File: config.mk
export PLATFORM = sky130hd
export DESIGN_NAME = hazard_ctrl
export DESIGN_NICKNAME = d
export VERILOG_FILES = /design/src/rtl/hazard_ctrl_pkg.sv /design/src/rtl/hazard_ctrl_ir_decode.sv /design/src/rtl/hazard_ctrl.sv
export SDC_FILE = /design/constraint.sdc
export NUM_CORES = 1
export LEC_CHECK = 0
export CORE_UTILIZATION = 35
export DETAILED_ROUTE_END_ITERATION = 8
export HOLD_SLACK_MARGIN = 0.03
export MAX_ROUTING_LAYER = met4
export PLACE_DENSITY = 0.81
export SLEW_MARGIN = 30
export SYNTH_ARGS = -nofsm -noshare
export SYNTH_HDL_FRONTEND = slang
export SYNTH_HIERARCHICAL = 1
export SYNTH_SLANG_ARGS = --single-unit
File: constraint.sdc
create_clock -name clock -period 2.6 [get_ports clock]
set_input_delay 0.52 -clock clock [delete_from_list [all_inputs] [get_ports clock]]
set_output_delay 0.52 -clock clock [all_outputs]
set_load 0.01 [all_outputs]
File: src/rtl/hazard_ctrl_pkg.sv
// Purpose: shared decode constants, IR field summary and FSM encoding for the hazard sequencer.
// Latency: n/a (types and constants only).
// Backpressure: n/a.
package hazard_ctrl_pkg;

  // Opcodes, ir[31:27]
  localparam logic [4:0] OP_ALU = 5'b00000;
  localparam logic [4:0] OP_BNE = 5'b00010;
  localparam logic [4:0] OP_JR  = 5'b00100;
  localparam logic [4:0] OP_BLT = 5'b00110;
  localparam logic [4:0] OP_SW  = 5'b00111;
  localparam logic [4:0] OP_LW  = 5'b01000;

  // ALU sub-ops, ir[6:2], meaningful only when op == OP_ALU
  localparam logic [4:0] ALU_MUL = 5'b00110;
  localparam logic [4:0] ALU_DIV = 5'b00111;

  localparam logic [31:0] NOP = 32'h0000_0000;

  typedef enum logic {
    ST_RUN     = 1'b0,
    ST_MD_WAIT = 1'b1
  } state_t;

  // Hazard-relevant view of one instruction.
  typedef struct packed {
    logic       is_lw;
    logic       is_mul;
    logic       is_div;
    logic [4:0] src_a;
    logic [4:0] src_b;
    logic       src_b_vld;
    logic [4:0] rd;
  } dec_t;

endpackage

File: src/rtl/hazard_ctrl_ir_decode.sv
// Purpose: reduce a 32-bit IR to the fields the hazard logic needs (load/mul/div, sources, dest).
// Latency: purely combinational.
// Backpressure: none.
// Ports: ir (instruction word) -> dec (packed dec_t summary).
module ir_decode
  import hazard_ctrl_pkg::*;
(
  input  logic [31:0] ir,
  output dec_t        dec
);

  logic [4:0] op;
  logic [4:0] aluop;
  logic       rd_is_src;
  logic       unused_ir_bits;

  assign op    = ir[31:27];
  assign aluop = ir[6:2];

  // Stores and the compare/jump-register forms read rd as their second operand.
  assign rd_is_src = (op == OP_SW) || (op == OP_BNE) || (op == OP_BLT) || (op == OP_JR);

  always_comb begin
    dec           = '0;
    dec.is_lw     = (op == OP_LW);
    dec.is_mul    = (op == OP_ALU) && (aluop == ALU_MUL);
    dec.is_div    = (op == OP_ALU) && (aluop == ALU_DIV);
    dec.src_a     = ir[21:17];
    dec.rd        = ir[26:22];
    dec.src_b_vld = (op == OP_ALU) || rd_is_src;
    dec.src_b     = (op == OP_ALU) ? ir[16:12] : ir[26:22];
  end

  // shamt and the two low bits never influence hazards.
  assign unused_ir_bits = ^{ir[11:7], ir[1:0]};

endmodule

File: src/rtl/hazard_ctrl.sv
// Purpose: stall/flush sequencer for the 5-stage pipeline plus multdiv start/wait control.
// Latency: all enables/flushes/starts are combinational from state + inputs (0 cycles).
// Backpressure: freezes PC/F-D/D-X while multdiv busy (bounded by MD_TIMEOUT); 1 bubble on load-use.
// Ports: clock, clear_n (async active-low); fd_ir/dx_ir, branch_taken, md_ready, md_exception in;
//        pc_en, pc_sel_target, fd/dx/xm/mw_en, fd/dx/xm_flush, ctrl_mult, ctrl_div, md_timeout out.
module hazard_ctrl
  import hazard_ctrl_pkg::*;
#(
  parameter int MD_TIMEOUT = 64
) (
  input  logic        clock,
  input  logic        clear_n,
  input  logic [31:0] fd_ir,
  input  logic [31:0] dx_ir,
  input  logic        branch_taken,
  input  logic        md_ready,
  input  logic        md_exception,
  output logic        pc_en,
  output logic        pc_sel_target,
  output logic        fd_en,
  output logic        dx_en,
  output logic        xm_en,
  output logic        mw_en,
  output logic        fd_flush,
  output logic        dx_flush,
  output logic        xm_flush,
  output logic        ctrl_mult,
  output logic        ctrl_div,
  output logic        md_timeout
);

  localparam int CW = $clog2(MD_TIMEOUT) + 1;
  localparam logic [CW-1:0] CNT_LAST = CW'(MD_TIMEOUT - 1);

  state_t          state_q, state_d;
  logic [CW-1:0]   md_cnt_q, md_cnt_d;
  logic            md_timeout_q;
  logic            timeout_set;

  dec_t            fd_dec, dx_dec;
  logic            load_use;
  logic            md_start;
  logic            md_expire;

  // Pre-reset-gating versions of every control output.
  logic pc_en_c, pc_sel_c, fd_en_c, dx_en_c, xm_en_c, mw_en_c;
  logic fd_flush_c, dx_flush_c, xm_flush_c, ctrl_mult_c, ctrl_div_c;

  logic unused_md_exception;

  ir_decode u_fd_dec (.ir(fd_ir), .dec(fd_dec));
  ir_decode u_dx_dec (.ir(dx_ir), .dec(dx_dec));

  // $0 is hardwired, so a load targeting it can never feed a consumer.
  assign load_use = dx_dec.is_lw && (dx_dec.rd != 5'd0) &&
                    ((fd_dec.src_a == dx_dec.rd) ||
                     (fd_dec.src_b_vld && (fd_dec.src_b == dx_dec.rd)));

  assign md_start  = dx_dec.is_mul || dx_dec.is_div;
  assign md_expire = (md_cnt_q == CNT_LAST);

  always_comb begin
    state_d     = state_q;
    md_cnt_d    = md_cnt_q;
    timeout_set = 1'b0;
    pc_en_c     = 1'b1;
    pc_sel_c    = 1'b0;
    fd_en_c     = 1'b1;
    dx_en_c     = 1'b1;
    xm_en_c     = 1'b1;
    mw_en_c     = 1'b1;
    fd_flush_c  = 1'b0;
    dx_flush_c  = 1'b0;
    xm_flush_c  = 1'b0;
    ctrl_mult_c = 1'b0;
    ctrl_div_c  = 1'b0;

    case (state_q)
      ST_RUN: begin
        if (md_start) begin
          // Start pulse only exists on this edge; the op stays parked in D/X while X/M gets bubbles.
          ctrl_mult_c = dx_dec.is_mul;
          ctrl_div_c  = dx_dec.is_div;
          pc_en_c     = 1'b0;
          fd_en_c     = 1'b0;
          dx_en_c     = 1'b0;
          xm_flush_c  = 1'b1;
          md_cnt_d    = '0;
          state_d     = ST_MD_WAIT;
        end else if (branch_taken) begin
          // Squashing the wrong-path pair makes any load-use between them moot.
          pc_sel_c   = 1'b1;
          fd_flush_c = 1'b1;
          dx_flush_c = 1'b1;
        end else if (load_use) begin
          pc_en_c    = 1'b0;
          fd_en_c    = 1'b0;
          dx_flush_c = 1'b1;
        end
      end

      ST_MD_WAIT: begin
        if (md_ready) begin
          // Result lands in X/M this edge; ready beats a simultaneous timeout.
          md_cnt_d = '0;
          state_d  = ST_RUN;
        end else begin
          pc_en_c    = 1'b0;
          fd_en_c    = 1'b0;
          dx_en_c    = 1'b0;
          xm_flush_c = 1'b1;
          if (md_expire) begin
            // Abandon the op: drop it from D/X so it is not restarted.
            timeout_set = 1'b1;
            dx_flush_c  = 1'b1;
            md_cnt_d    = '0;
            state_d     = ST_RUN;
          end else begin
            md_cnt_d = md_cnt_q + CW'(1);
          end
        end
      end

      default: state_d = ST_RUN;
    endcase
  end

  always_ff @(posedge clock or negedge clear_n) begin
    if (!clear_n) begin
      state_q      <= ST_RUN;
      md_cnt_q     <= '0;
      md_timeout_q <= 1'b0;
    end else begin
      state_q  <= state_d;
      md_cnt_q <= md_cnt_d;
      if (timeout_set) md_timeout_q <= 1'b1;
    end
  end

  // Outputs are held quiet for as long as reset is asserted, not just after the next edge.
  assign pc_en         = clear_n & pc_en_c;
  assign pc_sel_target = clear_n & pc_sel_c;
  assign fd_en         = clear_n & fd_en_c;
  assign dx_en         = clear_n & dx_en_c;
  assign xm_en         = clear_n & xm_en_c;
  assign mw_en         = clear_n & mw_en_c;
  assign fd_flush      = clear_n & fd_flush_c;
  assign dx_flush      = clear_n & dx_flush_c;
  assign xm_flush      = clear_n & xm_flush_c;
  assign ctrl_mult     = clear_n & ctrl_mult_c;
  assign ctrl_div      = clear_n & ctrl_div_c;
  assign md_timeout    = md_timeout_q;

  // Exception is consumed by the datapath alongside the result; sequencing is unaffected.
  assign unused_md_exception = md_exception;

endmodule

==> results by group, run 1 <==
Outcome
  – Status: complete, but fails checks
  – Failing checks: setup timing

Worst setup path
  – Critical Path Slowest Stage Cell: or4_1
  – Slowest Stage Delay on Critical Path: 0.47 ns
  – CP Cell Sequence: clkdlybuf4s50_1, or4_1, o21a_1, and3_4, a21bo_1, buf_2
  – CP endpoint kind: output pin
  – Arrival @ worst endpoint: 2.16 ns
  – CP Max Fanout: 2
  – Worst Path Required: 2.08 ns
  – Startpoint type of the worst setup path: input pin
  – Critical setup path kind: input pin to output pin
  – Minimum setup slack among reg-to-reg paths: 0.99 ns

Timing
  – Final worst-path cycle share: 103%
  – Final setup skew: 0.000348 ns
  – RSZ-0062 raised after global routing: true
  – Slew margin rel.: 71.6%
  – Hold Fails Final Rpt: 0
  – Highest Clock Rate: 373 MHz
  – Final setup fails: 3
  – Tmin final: 2.68 ns
  – Slew @ Worst Pin: 0.422 ns
  – Final TNS setup: -0.159 ns
  – Final worst-path setup slack: -0.0810 ns
  – Final max-slew violation count: 0

Yosys
  – Syn Area/Cell: 9.04 µm²
  – Synth Warn #: 6
  – Synthesized cell area: 922 µm²
  – Syn nets: 172
  – Synth Instances: 102

Clock tree
  – H-tree lvl count: 1
  – Worst-skew pair later-pin latency: 0.26 ns
  – Clock transition at path regs: 0.06 ns
  – Num CTS Buffers: 3
  – Clock Path Buffers: 2
  – CTS tree: yes
  – Root Driver: clkbuf_4
  – Clock sinks: 9

Floorplan
  – Die X-Extent: 53.3 µm
  – I/O pin cnt: 81
  – Starting Density: 37.2%
  – Die Span Y: 53.3 µm
  – Core region area: 2480 µm²
  – Die area: 2840 µm²
  – Row cnt: 18

Route
  – DRC errors left: 0
  – Avg WL per Cell: 12.9 µm
  – Drt first-iter violations: 9
  – Vias: 939
  – Vias per inst: 5.08
  – Post-route antenna net violation count: 0
  – Detailed Routing Iterations Pass 1: 4
  – Post-Route WL: 2.39 mm

Power and ir drop
  – Pwr/cell area: 317 nW/µm²
  – Maximum vdd drop: 0.000235 V
  – Lkg Pwr: 0.709 nW

Finish
  – Layout area overhead: 68.4%
  – Ant. Diodes: 0
  – Core Util, Final: 62.7%
  – Share of layout cells above drive strength 1: 35.5%
  – Layout Nets: 226

Global routing
  – Largest net degree at the start of global routing: 15
  – GR Overflow Total: 0
  – Initial antenna violation count: 0
  – Global Route Usage Sum: 17.7%
  – First-pass GRT wire length: 3.55 mm
  – Vias in the first global route: 865

Flow run
  – Maxcap violations: 0

Placement
  – Post-DP HPWL: 1.94 mm
  – Count of input and output buffers: 50
  – Placer Congestion: 0.801

Worst hold path
  – Hold crit path type: register to register
## final timing paths
path / from / end / cells past startpoint
setup / recovery: dx_ir[25] / dx_flush / 6
hold / removal: md_timeout / md_timeout / 1
setup reg to reg: md_cnt_q[0] / md_cnt_q[5] / 6
hold reg to reg: md_timeout / md_timeout / 1
max in group asynchronous: clear_n / md_cnt_q[6] / 2
min in group asynchronous: clear_n / md_cnt_q[1] / 2
## power breakdown
part	internal [W]	switching, W
Combinational	0.000132	0.0000781
Clock	0.0000591	0.0000480
Sequential	0.000158	0.0000166
## registers in the layout (all words and copies together) (netlist names)
signal	cells
md_timeout	1
md_cnt_q	7
state_q	1
## layer usage
layer | up-vias | GRT usage [%] | part of all wire [%]
li1 | 459 | - | -
met1 | 432 | 17.6 | 38
met2 | 46 | 33.8 | 52
met3 | 2 | 4.02 | 8.7
met4 | 0 | 5.26 | 0.33
met5 | - | - | 0
## worst max-delay path, delay by kind of cell
family,cells,cell delay (ns)
AND/OR/NAND/NOR,2,0.67
AO/OA/AOI/OAI,2,0.41
buffers and inverters,2,0.56
## layout make-up
class                      instances  area, µm²
tap                               30       37.5
timing repair buffer              65        581
inverter                           2       7.51
clock buffer                       4       26.3
sequential                         9        225
fill                             212        925
multi-input combinational         75        676
## cells in the final DEF (no fill, tap or decap), types with 4 or more instances in the layout
master           count
buf_2                5
buf_4               13
buf_6                4
clkdlybuf4s50_1     24
dfrtp_1              9
dlygate4sd2_1       12
mux2_4               5
nand2_1              9
o21ai_0              4
xnor2_1              6
xnor2_2              4
## what timing repair did
action / in CTS / in global routing
gates resized for setup: 67 / 16
pin swaps: 13 / 3
endpoints found under the setup margin: 9 / 6
hold buffers: 0 / 0
setup buffers: 1 / 1
## metrics by stage
step	total power (W)	cell area (µm²)	hold WS, ns	setup slack, ns	cells
after floorplan	0.000273	928	0.224	0.0292	102
after global placement	0.000366	1440	0.463	-0.871	179
after detailed placement	0.000372	1440	0.474	-0.942	179
after CTS	0.000482	1500	0.493	-0.0745	184
after global routing	0.000521	1550	0.500	-0.136	185
final	0.000492	1550	0.490	-0.0810	185
Note: power is estimated with default switching activity, not from simulation.
==> inputs of run 2 (changes only) <==
Settings changed: CTS_BUF_LIST set to sky130_fd_sc_hd__clkbuf_8, CTS_CLUSTER_SIZE set to 28, TNS_END_PERCENT set to 1.
==> run 2 against run 1 <==
Net effect:
- the run still ends with setup timing left
- highest routed layer unchanged
- clock-buffer cell count fell by 1
- critical endpoint is now fd_en
- die area did not move
- routed wire length rose by 0.54%
- global-route usage rose by 0.43 points
- power rose by 10%
==> results by group, run 2 (synthesized netlist as in run 1, its figures left out) <==
Worst setup path
  – Crit path buf inv count: 2 (unchanged)
  – CP delay by family, top: simple AND/OR/NAND/NOR gates
  – Minimum setup slack among reg-to-reg paths: 0.97 ns (-0.02 ns)
  – Critical setup path kind: input pin to output pin
  – Startpoint type of the worst setup path: input pin
  – CP Cell Sequence: buf_8, nor4_4, and2b_4, mux2_4, xnor2_2, nand4_1, o22ai_2, a31oi_4, buf_2
  – CP endpoint kind: output pin
  – CP Max Fanout: 5 (+3)
  – R2r endpoint: md_cnt_q[5]
  – Slowest Stage Delay on Critical Path: 0.33 ns (-0.14 ns)
  – Worst Path Required: 2.08 ns (about the same)
  – Worst reg2reg path startpoint: md_cnt_q[0]
  – R2R depth: 6 (unchanged)
  – Critical Path Slowest Stage Cell: mux2_4
  – Arrival @ worst endpoint: 2.19 ns (+0.03 ns)

Floorplan
  – Row cnt: 18 (unchanged)
  – Starting Density: 37.2% (unchanged)
  – I/O pin cnt: 81 (unchanged)
  – Die area: 2840 µm² (unchanged)
  – Die Span Y: 53.3 µm (unchanged)
  – Core region area: 2480 µm² (unchanged)
  – Die X-Extent: 53.3 µm (unchanged)

Power and ir drop
  – Lkg Pwr: 0.712 nW (+0.50%)
  – Pwr/cell area: 349 nW/µm² (+10%)
  – Internal power: 0.000390 W (+12%)
  – Combinational cell fraction of total power: 37.8% (-4.9 points)
  – Switch share: 27.9% (-1.1 points)
  – Net load switching power: 0.000151 W (+5.8%)
  – Flop pwr share: 32.4% (-3.1 points)
  – Maximum vdd drop: 0.000468 V (+99%)
  – Total power draw: 0.000541 W (+10%)
  – Clock power share: 29.8% (+8.0 points)

Global routing
  – Largest net degree at the start of global routing: 15 (unchanged)
  – Global Route met2 Usage: 32.5% (-1.3 points)
  – Initial antenna violation count: 0 (unchanged)
  – Vias in the first global route: 838 (-3.1%)
  – First-pass GRT wire length: 3.48 mm (-1.7%)
  – GRT busiest layer: met2
  – Global routing met1 resource utilization: 17.6% (unchanged)
  – Global Route Usage Sum: 18.2% (+0.43 points)
  – GR Overflow Total: 0 (unchanged)
  – M3 GR Usage: 3.45% (-0.57 points)

Route
  – Drt first-iter violations: 10 (+1)
  – Detailed Routing Iterations Pass 1: 4 (unchanged)
  – DRC errors left: 0 (unchanged)
  – Post-Route WL: 2.40 mm (+0.54%)
  – Avg WL per Cell: 13.1 µm (+1.1%)
  – Post-route antenna net violation count: 0 (unchanged)
  – Vias per inst: 5.02 (-1.1%)
  – Vias: 924 (-1.6%)

Timing
  – Final TNS setup: -0.557 ns (-0.397 ns)
  – Slew @ Worst Pin: 0.440 ns (+0.0180 ns)
  – RSZ-0062 raised after global routing: true
  – Final worst-path setup slack: -0.114 ns (-0.0326 ns)
  – Final worst-path cycle share: 104% (+1.3 points)
  – Final setup skew: 0.00279 ns (+0.00244 ns)
  – Highest Clock Rate: 369 MHz (-1.2%)
  – Slew margin rel.: 70.4% (-1.2 points)
  – Final setup fails: 5 (+2)
  – Hold Fails Final Rpt: 0 (unchanged)
  – Tmin final: 2.71 ns (+0.0326 ns)
  – Final max-slew violation count: 0 (unchanged)

Finish
  – Most flop-heavy register: md_cnt_q
  – Layout Nets: 225 (-0.44%)
  – Share of layout cells above drive strength 1: 34.4% (-1.1 points)
  – Post-route cell area: 1550 µm² (-0.32%)
  – Commonest non-fill, non-tap cell in the layout: clkdlybuf4s50_1
  – Layout area overhead: 67.8%
  – Number of flip-flops in the largest register: 7 (unchanged)
  – Ant. Diodes: 0 (unchanged)
  – Most frequent cells in the layout: clkdlybuf4s50_1, buf_4, nand2_1

Placement
  – Cell Area, Placed: 1440 µm² (unchanged)
  – Post-DP HPWL: 1.94 mm (unchanged)
  – Count of input and output buffers: 50 (unchanged)
  – Placer Congestion: 0.801 (unchanged)

Clock tree
  – Num CTS Buffers: 3 (unchanged)
  – Clock sinks: 9 (unchanged)
  – H-tree lvl count: 1 (unchanged)
  – CTS tree: yes
  – Worst-skew pair later-pin latency: 0.24 ns (-0.02 ns)
  – Root Driver: clkbuf_8
  – CTS Hold Bufs: 0 (unchanged)
  – Clock Path Buffers: 2 (unchanged)
  – Clock transition at path regs: 0.04 ns (-0.02 ns)

Flow run
  – Maxcap violations: 0 (unchanged)

Worst hold path
  – Hold crit path type: register to register
  – Hold Path Origin: md_timeout
  – Hold EP: md_timeout
  – Hold depth: 1 (unchanged)

Outcome
  – Failing checks: setup timing
  – Status: complete, but fails checks
-- run 2: changes by cell type in the layout (fill, tap and decap cells not counted), sizes merged --
| cell | before | now |
|---|---|---|
| dlygate4sd2 | 12 | 6 |
| inv | 2 | 3 |
| clkdlybuf4s50 | 24 | 31 |
| buf | 23 | 22 |
| clkdlybuf4s15 | 3 | 0 |
| dlymetal6s2s | 1 | 2 |
-- run 2: power groups by stage --
stage | combinational [W] | clock, W | sequential, W
after floorplan | 0.000101 | 0 | 0.000172
after global placement | 0.000191 | 0 | 0.000175
after detailed placement | 0.000196 | 0 | 0.000176
after CTS | 0.000194 | 0.000162 | 0.000175
after global routing | 0.000221 | 0.000170 | 0.000178
final | 0.000204 | 0.000161 | 0.000175
-- run 2: worst max path at each step --
stage               slack, ns  depth (start not counted)  startpoint  endpoint
finish                  -0.11                          9   fd_ir[27]     fd_en
global route            -0.19                          8    dx_ir[3]  dx_flush
CTS                     -0.12                          9   dx_ir[31]     fd_en
detailed placement      -0.94                          9   fd_ir[31]  dx_flush
global placement        -0.87                          9   fd_ir[31]  dx_flush
floorplan                0.03                          9   fd_ir[31]     pc_en
-- run 2: final cells by class --
cell class / count / area, µm²
well taps: 30 / 37.5
repair buffers: 64 / 564
fillers: 211 / 930
clock buffers: 3 / 41.3
flip-flops and latches: 9 / 225
multi-input cells: 75 / 668
inverters: 2 / 7.51
clock inverters: 1 / 3.75
-- run 2: what timing repair did --
item                       4_1_cts  5_1_grt
setup endpoints to repair        9        7
buffers inserted                 0        1
pin swaps                        9        9
resized for setup               49       21
-- run 2: routing by layer --
layer	share of wire, %	wire, µm	up-vias
li1	-	-	457
met1	38	912	419
met2	51	1230	44
met3	8.6	206	4
met4	2.3	55	0
met5	0	0	-
-- run 2: through the flow --
step / hold WS (ns) / cells / setup WS (ns) / util (%)
3_3_place_gp: 0.463 / 179 / -0.871 / 58.0
4_1_cts: 0.490 / 183 / -0.124 / 59.9
5_1_grt: 0.496 / 184 / -0.187 / 62.5
2_1_floorplan: 0.224 / 102 / 0.0292 / -
6_report: 0.486 / 184 / -0.114 / 62.5
3_5_place_dp: 0.474 / 179 / -0.942 / 58.0
